## config.mk

```make
export PLATFORM = sky130hd
export DESIGN_NAME = fifo_wr_arbiter
export DESIGN_NICKNAME = d
export VERILOG_FILES = /design/src/rtl/fifo_wr_arbiter.sv
export SDC_FILE = /design/constraint.sdc
export NUM_CORES = 1
export LEC_CHECK = 0
export BUFFER_PORTS_ARGS = -buffer_cell sky130_fd_sc_hd__buf_2
export CAP_MARGIN = 20
export CORE_AREA = 5 5 83 70
export CTS_CLUSTER_DIAMETER = 30
export CTS_CLUSTER_SIZE = 8
export DETAILED_ROUTE_END_ITERATION = 8
export DIE_AREA = 0 0 88 75
export GPL_ROUTABILITY_DRIVEN = 1
export PLACE_DENSITY = 0.88
export SKIP_CTS_REPAIR_TIMING = 1
export SYNTH_ARGS = -nofsm -noshare
export SYNTH_HDL_FRONTEND = slang
export SYNTH_SLANG_ARGS = --single-unit
```

## constraint.sdc

```tcl
create_clock -name clk -period 5.15 [get_ports clk]
set_clock_uncertainty 0.05 [all_clocks]
set_input_delay 0.2575 -clock clk [delete_from_list [all_inputs] [get_ports clk]]
set_output_delay 0.2575 -clock clk [all_outputs]
set_load 0.01 [all_outputs]
```

## src/rtl/fifo_wr_arbiter.sv

```systemverilog
// Round-robin write arbiter in front of a FIFO write port: burst-locked grants, MAX_BURST cap, full throttle.
// Optional idle-grant revocation is compiled in with `define ARB_TIMEOUT_EN.
module fifo_wr_arbiter #(
  parameter  int DATA_BITS = 32,
  parameter  int REQ_NUM   = 4,
  parameter  int MAX_BURST = 16,
  parameter  int TIMEOUT   = 8,
  localparam int ID_W      = $clog2(REQ_NUM)
) (
  input  logic                         clk,
  input  logic                         rst_n,
  input  logic [REQ_NUM-1:0]           req_valid,
  input  logic [REQ_NUM-1:0]           req_last,
  input  logic [REQ_NUM*DATA_BITS-1:0] req_data,
  output logic [REQ_NUM-1:0]           req_ready,
  input  logic                         fifo_full_w,
  output logic                         fifo_en_w,
  output logic [DATA_BITS-1:0]         fifo_data_w,
  output logic [ID_W-1:0]              grant_id,
  output logic                         busy
);

  localparam logic [ID_W:0] NREQ      = (ID_W+1)'(REQ_NUM);
  localparam logic [ID_W:0] LAST_ID   = (ID_W+1)'(REQ_NUM - 1);
  localparam logic [8:0]    BURST_LIM = 9'(MAX_BURST);

  typedef enum logic {IDLE, LOCK} state_e;

  state_e          state_q;
  logic [ID_W-1:0] rr_ptr_q;
  logic [ID_W-1:0] grant_id_q;
  logic [7:0]      beat_cnt_q;
  logic            busy_q;

  logic [REQ_NUM-1:0] rot;
  logic [ID_W-1:0]    pos;
  logic [ID_W:0]      sum;
  logic [ID_W-1:0]    winner;
  logic [ID_W-1:0]    next_ptr;
  logic               lock;
  logic               sel_valid;
  logic               beat;
  logic               burst_end;
  logic               release_beat;
  logic               to_hit;

  // Rotate requests so the search always starts at bit 0, then map back to an absolute index.
  always_comb begin
    rot = REQ_NUM'({req_valid, req_valid} >> rr_ptr_q);
    pos = '0;
    for (int k = REQ_NUM - 1; k >= 0; k--) begin
      if (rot[k]) pos = ID_W'(k);
    end
    sum = {1'b0, rr_ptr_q} + {1'b0, pos};
    if (sum >= NREQ) sum = sum - NREQ;
    winner = sum[ID_W-1:0];
  end

  assign next_ptr     = ({1'b0, grant_id_q} == LAST_ID) ? '0 : grant_id_q + ID_W'(1);
  assign lock         = (state_q == LOCK);
  assign sel_valid    = req_valid[grant_id_q];
  assign beat         = lock & sel_valid & ~fifo_full_w;
  assign burst_end    = (({1'b0, beat_cnt_q} + 9'd1) == BURST_LIM);
  assign release_beat = beat & (req_last[grant_id_q] | burst_end);

  assign fifo_en_w   = beat;
  assign fifo_data_w = req_data[grant_id_q*DATA_BITS +: DATA_BITS];
  assign req_ready   = (lock & ~fifo_full_w) ? ({{(REQ_NUM-1){1'b0}}, 1'b1} << grant_id_q) : '0;
  assign grant_id    = grant_id_q;
  assign busy        = busy_q;

`ifdef ARB_TIMEOUT_EN
  localparam logic [7:0] TO_LIM = 8'(TIMEOUT - 1);
  logic [7:0] to_cnt_q;

  // Counts idle cycles of the granted requester; a stalled-by-full cycle neither counts nor clears.
  always_ff @(posedge clk or negedge rst_n) begin
    if (!rst_n)                to_cnt_q <= '0;
    else if (!lock || beat)    to_cnt_q <= '0;
    else if (!sel_valid)       to_cnt_q <= to_cnt_q + 8'd1;
  end

  assign to_hit = lock & ~sel_valid & (to_cnt_q == TO_LIM);
`else
  assign to_hit = 1'b0;
`endif

  always_ff @(posedge clk or negedge rst_n) begin
    if (!rst_n) begin
      state_q    <= IDLE;
      rr_ptr_q   <= '0;
      grant_id_q <= '0;
      beat_cnt_q <= '0;
      busy_q     <= 1'b0;
    end else begin
      case (state_q)
        IDLE: begin
          if (|req_valid) begin
            grant_id_q <= winner;
            beat_cnt_q <= '0;
            state_q    <= LOCK;
            busy_q     <= 1'b1;
          end
        end
        LOCK: begin
          if (release_beat || to_hit) begin
            rr_ptr_q <= next_ptr;
            state_q  <= IDLE;
            busy_q   <= 1'b0;
          end else if (beat && beat_cnt_q != 8'hFF) begin
            beat_cnt_q <= beat_cnt_q + 8'd1;
          end
        end
        default: state_q <= IDLE;
      endcase
    end
  end

endmodule

```

==> impl_metrics.toml, run 1 <==
[logic_synthesis]
ys_top_cells_by_area = "mux4_2 (41%), dfrtp_1 (19%), ha_1 (4.7%), a31o_1 (1.9%), o21ai_0 (1.9%)"
yosysWarnings = 0
synthCells = 157
yosysTopAreaCell = "mux4_2"
syn_nets = 303
synth-seq-cells = 14
ys_async_sr_fraction_pct = 100
synth_top_family_by_area = "multiplexers"
synth_edf_count = 0
synth_top_cell_area_share_pct = 40.8
yosys_most_used_dff = "dfrtp_1"
ys_seq_area_share_pct = 18.7
synth-simple-area-share_pct = 15.7
syn_area_um2 = 1880
synthAdderAreaFrac_pct = 4.66
synth_compound_area_share_pct = 12.1
avgSynthCellArea_um2 = 12.0
synth_cell_types = 46
muxShareOfSynthArea_pct = 42.0
synth-xor-area-share_pct = 1.87

[sta]
hold_viol_final = 0
tightest_slew_ns = 0.773
min_period_ns = 2.76
setup_viol = 0
finalCritPeriodShare_pct = 53.6
tns_ns = 0
rsz0062_at_grt = "no"
max_freq_mhz = 362
report.final.slew_viol_count = 0
slew_headroom_pct = 48.0

[placement]
place_area_um2 = 2780
dp_hpwl_mm = 6.84
port_buffers = 178
gp_congestion = 0.934

[critical_path]
path_class = "flip-flop to flip-flop"
path_cells = "buf_4, mux4_2, or2_4, or4_1, o211ai_1"
critPathSlowestCell = "dfrtp_2"
path_max_fanout = 24
r2r_start = "grant_id[0]"
cp.required_ns = 5.27
r2r_slack_ns = 2.39
setup.worst_path.start_class = "flip-flop"
crit_path_end_kind = "flip-flop"
cp_data_arrival_time_ns = 2.88
r2r_end = "beat_cnt_q[4]"
ff2ff_path_depth = 5
slowest_delay_ns = 0.67

[floorplanning]
die_x_um = 88
die_y_um = 75
dieArea_um2 = 6600
initial_core_util_pct = 38.6
rows = 23
num_io_pins = 179
core-area_um2 = 4860

[grt]
grt_pass1_wl_mm = 11.2
grt_max_degree = 39
overflow = 0
grt_pass1_vias = 2172
track_usage_pct = 22.5
grt_antenna_before_repair = 1

[power_and_ir_drop]
internal-power_mw = 0.667
p_per_area_nw_per_um2 = 411
power_frac_clock_pct = 9.4
share_comb_of_total_power_pct = 71.0
switchingPower_mw = 0.503
switching_share_pct = 43.0
ir_worst_vdd_uv = 271
p_leak_nw = 1.38
p_seq_share_pct = 19.7

[routing]
drc = 0
vias = 2163
wirelength_mm = 7.88
drtIter0Drc = 89
drtPass1Iterations = 4
viasPerCell = 5.52
drtAntennaViolNets = 0
wire_per_inst_um = 20.1

[cells_and_area]
mostFrequentLayoutCells = "buf_2 (178), mux4_2 (34), dfrtp_1 (13), nand2_1 (8)"
area_growth_pct = 51.8
final.fill_count = 427
drive_above_1_share_pct = 69.9
final_common_cell = "buf_2"
nNetsFinal = 476
fin_area_um2 = 2850

[status]
status = "completed"

[cts]
clockBufferDepth = 2
clock_latency_ns = 0.25
cts.sinks = 14
cts-root-buf = "clkbuf_8"
path_clk_slew_ns = 0.06
cts_buffers = 3
cts_max_level = 1
cts_tree = "yes"

[worst_hold_path]
hold_class = "input pin to asynchronous set/reset pin"

[run]
cap_violations = 0
[synthesized netlist by cell type, drive strengths merged (2+ instances only)]
cell type  count
nand4          2
o21ai         10
dfrtp         14
mux4          34
nor3b          2
xor2           2
a31o           4
nand2b         4
inv            4
or2            3
nand3          3
nor2b          2
a21boi         3
o21a           2
nor2           6
a211oi         2
xnor2          2
mux2           2
o211ai         4
nor4           3
a21oi          2
nor3           2
and2           6
nand2          8
ha             7
buf            9
clkbuf         4
[critical path: cells and delay by family, from the launching register on]
kind | cells | cell delay (ns)
AO/OA/AOI/OAI | 1 | 0.09
buffers and inverters | 1 | 0.47
flip-flops | 1 | 0.67
multiplexers | 1 | 0.58
AND/OR/NAND/NOR | 2 | 0.81
[layout make-up]
class	instances	area (um^2)	area share, %
multi-input cells	126	1430	50.3
repair buffers	181	916	32.1
inverters	4	15.0	0.527
diodes	1	2.50	0.0878
well taps	62	77.6	2.72
clock buffers	4	55.1	1.93
flip-flops and latches	14	352	12.3
[metal layers]
metal	vias to the layer above	wire [um]	global-route usage (%)
met5	-	0	0
met4	0	218	10.7
met3	19	618	3.50
met2	116	4360	41.1
met1	1039	2690	25.9
li1	989	-	-
[worst max-delay path by stage]
| stage | startpoint | to | depth (start not counted) | slack [ns] |
|---|---|---|---|---|
| floorplan | grant_id[1] | beat_cnt_q[6] | 8 | 3.04 |
| global placement | grant_id[0] | beat_cnt_q[4] | 5 | 2.42 |
| detailed placement | grant_id[0] | beat_cnt_q[4] | 5 | 2.36 |
| CTS | grant_id[0] | beat_cnt_q[4] | 5 | 2.34 |
| global route | grant_id[0] | beat_cnt_q[4] | 5 | 2.22 |
| finish | grant_id[0] | beat_cnt_q[4] | 5 | 2.39 |
[flip-flops by register name, indices dropped and copies added, names as in the netlist]
register    cells
beat_cnt_q      8
busy            1
grant_id        2
lock            1
rr_ptr_q        2
[logic make-up after synthesis]
family,Yosys count
AND/OR/NAND/NOR,46
multiplexers,36
AO/OA/AOI/OAI,33
buffers and inverters,17
flip-flops,14
adder cells (fa/ha/maj),7
XOR/XNOR,4
[per-stage QoR]
| stage | instances | worst slack [ns] | power, mW | utilization, % | hold WS (ns) |
|---|---|---|---|---|---|
| after floorplan | 157 | 3.04 | 0.815 | - | -0.0881 |
| after global placement | 386 | 2.42 | 1.05 | 57.2 | 0.119 |
| after detailed placement | 386 | 2.36 | 1.07 | 57.2 | 0.122 |
| after CTS | 390 | 2.34 | 1.18 | 58.4 | -0.146 |
| after global routing | 392 | 2.22 | 1.27 | 58.6 | 0.426 |
| final | 392 | 2.39 | 1.17 | 58.6 | 0.400 |
[power by group through the flow]
| stage | clock network [mW] | logic (mW) | registers (mW) |
|---|---|---|---|
| after CTS | 0.111 | 0.843 | 0.231 |
| after detailed placement | 0 | 0.838 | 0.233 |
| after global placement | 0 | 0.819 | 0.228 |
| final | 0.109 | 0.831 | 0.230 |
| after floorplan | 0 | 0.628 | 0.187 |
| after global routing | 0.117 | 0.907 | 0.240 |
No activity file was read; power rests on OpenSTA's default activity.
==> run 2, diff against run 1 <==
--- a/config.mk
+++ b/config.mk
@@ -5,15 +5,16 @@
 export SDC_FILE = /design/constraint.sdc
 export NUM_CORES = 1
 export LEC_CHECK = 0
+export ABC_AREA = 1
 export BUFFER_PORTS_ARGS = -buffer_cell sky130_fd_sc_hd__buf_2
 export CAP_MARGIN = 20
-export CORE_AREA = 5 5 83 70
+export CORE_AREA = 5 5 92 77
 export CTS_CLUSTER_DIAMETER = 30
 export CTS_CLUSTER_SIZE = 8
 export DETAILED_ROUTE_END_ITERATION = 8
-export DIE_AREA = 0 0 88 75
+export DIE_AREA = 0 0 97 82
 export GPL_ROUTABILITY_DRIVEN = 1
-export PLACE_DENSITY = 0.88
+export PLACE_DENSITY = 0.79
 export SKIP_CTS_REPAIR_TIMING = 1
 export SYNTH_ARGS = -nofsm -noshare
 export SYNTH_HDL_FRONTEND = slang
==> constraint.sdc (replaced) <==
create_clock -name clk -period 2.36 [get_ports clk]
set_clock_uncertainty 0.05 [all_clocks]
set_input_delay 0.118 -clock clk [delete_from_list [all_inputs] [get_ports clk]]
set_output_delay 0.118 -clock clk [all_outputs]
set_load 0.01 [all_outputs]
==> run 2 against run 1 <==
  * Synthesized cell count is 130% higher
  * Setup slack worse by 1.9 ns
  * Critical path depth stayed put
  * Worst hold slack worse by 0.15 ns
  * Via count is 47% higher
  * Synthesized area is 8.7% higher
  * First-iteration DRC count is 72% higher
==> impl_metrics.toml, run 2 <==
[routing]
viasPerCell = 5.15
routed-wl-met2_mm = 4.19
route.met3.wl_um = 613
drtAntennaViolNets = 0
drtIter0Drc = 153
drc = 0
m1WireLength_mm = 3.59
wire_per_inst_um = 14.0
drtPass1Iterations = 4
wirelength_mm = 8.61
vias = 3171
routed.top_layer = "met4"

[cells_and_area]
mostFrequentLayoutCells = "buf_2 (178), nor2_1 (82), o21ai_0 (68), nand2_1 (59), o22ai_1 (32)"
regMostFlops = "beat_cnt_q"
drive_above_1_share_pct = 39.1
nNetsFinal = 677
final_common_cell = "buf_2"
area_growth_pct = 50.0
largest_reg_flops = 8

[status]
status = "completed"

[floorplanning]
die_y_um = 82
rows = 26
num_io_pins = 179
dieArea_um2 = 7950
initial_core_util_pct = 33.2
die_x_um = 97
core-area_um2 = 6150

[logic_synthesis]
yosysTopAreaCell = "dfrtp_1"
syn_area_um2 = 2040
yosys_most_used_dff = "dfrtp_1"
synth-seq-cells = 14
synth_edf_count = 0
synthTopCellsByCount = "nor2_1 (82), o21ai_0 (68), nand2_1 (59)"
synthCells = 363
ys_seq_area_share_pct = 17.2
ys_async_sr_fraction_pct = 100
synthMostInstantiatedCell = "nor2_1"
yosysWarnings = 0
avgSynthCellArea_um2 = 5.62
ys_top_cells_by_area = "dfrtp_1 (17%), o21ai_0 (17%), nor2_1 (15%), nand2_1 (11%), o22ai_1 (9.8%)"
syn_nets = 509
synth_top_cell_area_share_pct = 17.2
synth_cell_types = 28

[power_and_ir_drop]
switchingPower_mw = 1.78
internal-power_mw = 1.42
switching_share_pct = 55.6
p_leak_nw = 1.63
share_comb_of_total_power_pct = 78.1
power_frac_clock_pct = 7.4
ir_worst_vdd_uv = 470
p_seq_share_pct = 14.5
p_per_area_nw_per_um2 = 1040

[critical_path]
path_class = "flip-flop to output port"
path_max_fanout = 23
cp.required_ns = 2.19
crit_path_end_kind = "output port"
setup.worst_path.start_class = "flip-flop"
ff2ff_path_depth = 12
cp_data_arrival_time_ns = 1.74

[sta]
min_period_ns = 1.91
rsz0062_at_grt = "no"
slew_headroom_pct = 77.8
hold_viol_final = 0
finalCritPeriodShare_pct = 80.9
setup_viol = 0
tightest_slew_ns = 0.333
report.final.slew_viol_count = 0
max_freq_mhz = 524
setup_ws_ns = 0.450
tns_ns = 0

[cts]
path_clk_slew_ns = 0.06
cts.sinks = 14
cts_buffers = 3
cts_max_level = 1
cts_tree = "yes"
clockBufferDepth = 2
cts-root-buf = "clkbuf_8"
clock_latency_ns = 0.25

[grt]
grt_antenna_before_repair = 2
overflow = 0
grt_pass1_wl_mm = 13.3
track_usage_pct = 20.1
grt_pass1_vias = 2862
grt_max_degree = 38

[run]
cap_violations = 0

[placement]
port_buffers = 178
dp_hpwl_mm = 6.91
gp_congestion = 0.947
place_ws_ns = 0.480

[worst_hold_path]
hold_class = "input pin to asynchronous set/reset pin"
## run 2: changes by cell type after synthesis, sizes merged, moves of 15 or more
cell,change
inv,+21
o21ai,+67
nand2,+56
nor2,+77
clkbuf,+15
o22ai,+31
mux4,-34
## run 2: worst paths after layout
kind	startpoint	to	slack (ns)
setup / recovery	grant_id[1]	fifo_data_w[16]	0.45
hold / removal	rst_n	grant_id[1]	0.25
setup reg to reg	beat_cnt_q[0]	beat_cnt_q[1]	0.46
hold reg to reg	beat_cnt_q[7]	beat_cnt_q[7]	0.50
max in group asynchronous	rst_n	grant_id[0]	1.75
min in group clk	req_valid[2]	lock	0.27
## run 2: kinds of logic (layout without fill, tap and decap cells)
| group | Yosys count | in the layout | synth area share, % |
|---|---|---|---|
| and+or+nand+nor | 173 | 173 | 36.0 |
| other | 0 | 2 | 0 |
| DFF | 14 | 14 | 17.2 |
| AOI/OAI and AO/OA | 121 | 121 | 33.0 |
| adders and majority gates | 7 | 7 | 4.29 |
| buffers and inverters | 48 | 215 | 9.50 |
## run 2: stage by stage
stage	std cells	hold slack [ns]	power [mW]	instance area, um^2	utilization [%]
6_report	616	0.248	3.19	3060	49.8
5_1_grt	616	0.277	3.53	3060	49.8
4_1_cts	613	-0.288	3.21	3050	49.5
3_5_place_dp	609	-0.0181	2.96	2990	48.6
3_3_place_gp	609	-0.0187	2.92	2990	48.6
2_1_floorplan	363	-0.228	2.11	2040	-
## run 2: power groups by stage
| stage | clock, mW | sequential, mW | combinational, mW |
|---|---|---|---|
| 3_5_place_dp | 0 | 0.465 | 2.49 |
| 3_3_place_gp | 0 | 0.455 | 2.46 |
| 6_report | 0.236 | 0.464 | 2.49 |
| 2_1_floorplan | 0 | 0.425 | 1.69 |
| 4_1_cts | 0.241 | 0.461 | 2.50 |
| 5_1_grt | 0.249 | 0.480 | 2.80 |
## run 2: layer usage
layer | vias up | track usage, %
met5 | - | 0
met2 | 139 | 37.1
li1 | 1577 | -
met4 | 0 | 6.03
met1 | 1438 | 24.5
met3 | 17 | 3.06
## run 2: cell type report
class / instances / area [um^2]
Timing Repair Buffer: 186 / 953
Sequential cell: 14 / 352
Fill cell: 637 / 3090
Tap cell: 84 / 105
Inverter: 25 / 93.8
Clock buffer: 4 / 55.1
Multi-Input combinational cell: 301 / 1500
Antenna cell: 2 / 5.00
## run 2: critical path, stage by stage (launching register included)
cell     delay (ns)
dfrtp_1        0.50
inv_2          0.26
buf_4          0.28
o21ai_0        0.11
o22ai_1        0.16
buf_2          0.17
==> run 3, diff against run 2 <==
==> constraint.sdc (replaced) <==
create_clock -name clk -period 1.6 [get_ports clk]
set_clock_uncertainty 0.05 [all_clocks]
set_input_delay 0.08 -clock clk [delete_from_list [all_inputs] [get_ports clk]]
set_output_delay 0.08 -clock clk [all_outputs]
set_load 0.01 [all_outputs]
==> run 3 against run 2 <==
  * The run now ends with negative setup slack left
  * Setup slack worse by 0.61 ns
  * Wire length is 18% higher
  * Total power rose by 110%
==> impl_metrics.toml, run 3 (synthesized netlist as in run 2, its figures left out) <==
[cells_and_area]
regMostFlops = "beat_cnt_q"
nNetsFinal = 719
ff_latch_area_um2 = 358
area_growth_pct = 86.8
mostFrequentLayoutCells = "buf_2 (177), nor2_1 (73), nand2_1 (48), o21ai_1 (39), o22ai_1 (31)"
fin_area_um2 = 3810
drive_above_1_share_pct = 52.8
final_common_cell = "buf_2"
antenna_cells = 0
final.fill_count = 540
multi_input_area_um2 = 1710
largest_reg_flops = 8

[sta]
tightest_slew_ns = 0.348
setup_ws_ns = -0.157
whs_ns = 0.220
tns_ns = -1.61
report.final.slew_viol_count = 0
hold_viol_final = 0
slew_headroom_pct = 76.7
setup_viol = 15
min_period_ns = 1.76
max_freq_mhz = 569
rsz0062_at_grt = "yes"
finalCritPeriodShare_pct = 110

[critical_path]
crit_buf_inv = 2
r2r_start = "grant_id[0]"
crit_family = "simple AND/OR/NAND/NOR gates"
slowest_delay_ns = 0.48
crit_path_end_kind = "flip-flop"
critPathSlowestCell = "dfrtp_2"
path_max_fanout = 8
startpoint = "grant_id[0]"
path_cells = "buf_4, buf_4, a21oi_1, a32o_1, nand2_2, nand2_4, nand3_4, nand2_1, nand2_1"
cp_data_arrival_time_ns = 1.85
path_class = "flip-flop to flip-flop"
cp.required_ns = 1.69
setup.worst_path.start_class = "flip-flop"

[cts]
clockBufferDepth = 2
cts.sinks = 14
cts_max_level = 1
cts_tree = "yes"
path_clk_slew_ns = 0.06
cts-root-buf = "clkbuf_8"
cts_buffers = 3
clock_latency_ns = 0.24

[status]
status = "finished with violations"
violations = "negative setup slack"

[routing]
viasPerCell = 5.33
drtPass1Iterations = 5
vias = 3496
wirelength_mm = 10.2
drtIter0Drc = 162
wire_per_inst_um = 15.5
drc = 0
drtAntennaViolNets = 0

[worst_hold_path]
hold_class = "input pin to asynchronous set/reset pin"

[power_and_ir_drop]
ir_worst_vdd_uv = 868
p_per_area_nw_per_um2 = 1750
p_leak_nw = 1.96

[grt]
grt_antenna_before_repair = 0
track_usage_pct = 20.3
grt_pass1_wl_mm = 13.6
grt_pass1_vias = 3077
overflow = 0
grt_max_degree = 49

[floorplanning]
die_x_um = 97
die_y_um = 82
rows = 26
core-area_um2 = 6150
num_io_pins = 179
initial_core_util_pct = 33.2
dieArea_um2 = 7950

[placement]
place_area_um2 = 3150
port_buffers = 178
dp_hpwl_mm = 6.98
gp_congestion = 0.891
place_ws_ns = -0.198

[run]
cap_violations = 0
[run 3: changes by cell type in the layout (fill, tap and decap cells not counted), sizes merged]
cell	change
buf	+35
clkbuf	+6
diode	-2
nand2	+1
[run 3: worst paths after layout]
check | cells past startpoint | slack (ns) | endpoint
worst min-delay path | 2 | 0.22 | beat_cnt_q[3]
worst max-delay path | 9 | -0.16 | beat_cnt_q[5]
max in group asynchronous | 2 | 1.00 | rr_ptr_q[0]
worst min register to register | 2 | 0.48 | busy
min in group clk | 4 | 0.26 | lock
worst max register to register | 9 | -0.16 | beat_cnt_q[5]
[run 3: per-layer routing]
metal | vias to the layer above | wire length [um] | GRT usage [%]
li1 | 1671 | - | -
met1 | 1624 | 3950 | 23.3
met2 | 185 | 5260 | 40.1
met3 | 16 | 824 | 3.74
met4 | 0 | 142 | 3.51
met5 | - | 0 | 0
[run 3: layout make-up]
class / count / area share, %
Clock buffer: 4 / 1.44
Inverter: 25 / 2.79
Multi-Input combinational cell: 302 / 44.8
Sequential cell: 14 / 9.39
Tap cell: 84 / 2.76
Timing Repair Buffer: 227 / 38.8
[run 3: metrics by stage]
| stage | util (%) | std cells | total power [mW] |
|---|---|---|---|
| 2_1_floorplan | - | 363 | 3.12 |
| 3_3_place_gp | 51.2 | 630 | 4.57 |
| 3_5_place_dp | 51.2 | 630 | 4.66 |
| 4_1_cts | 52.1 | 634 | 5.02 |
| 5_1_grt | 62.0 | 656 | 7.17 |
| 6_report | 62.0 | 656 | 6.66 |
[run 3: power by group]
group          switching, mW  internal (mW)
Combinational           3.03           2.60
Clock                  0.128          0.218
Sequential             0.198          0.488
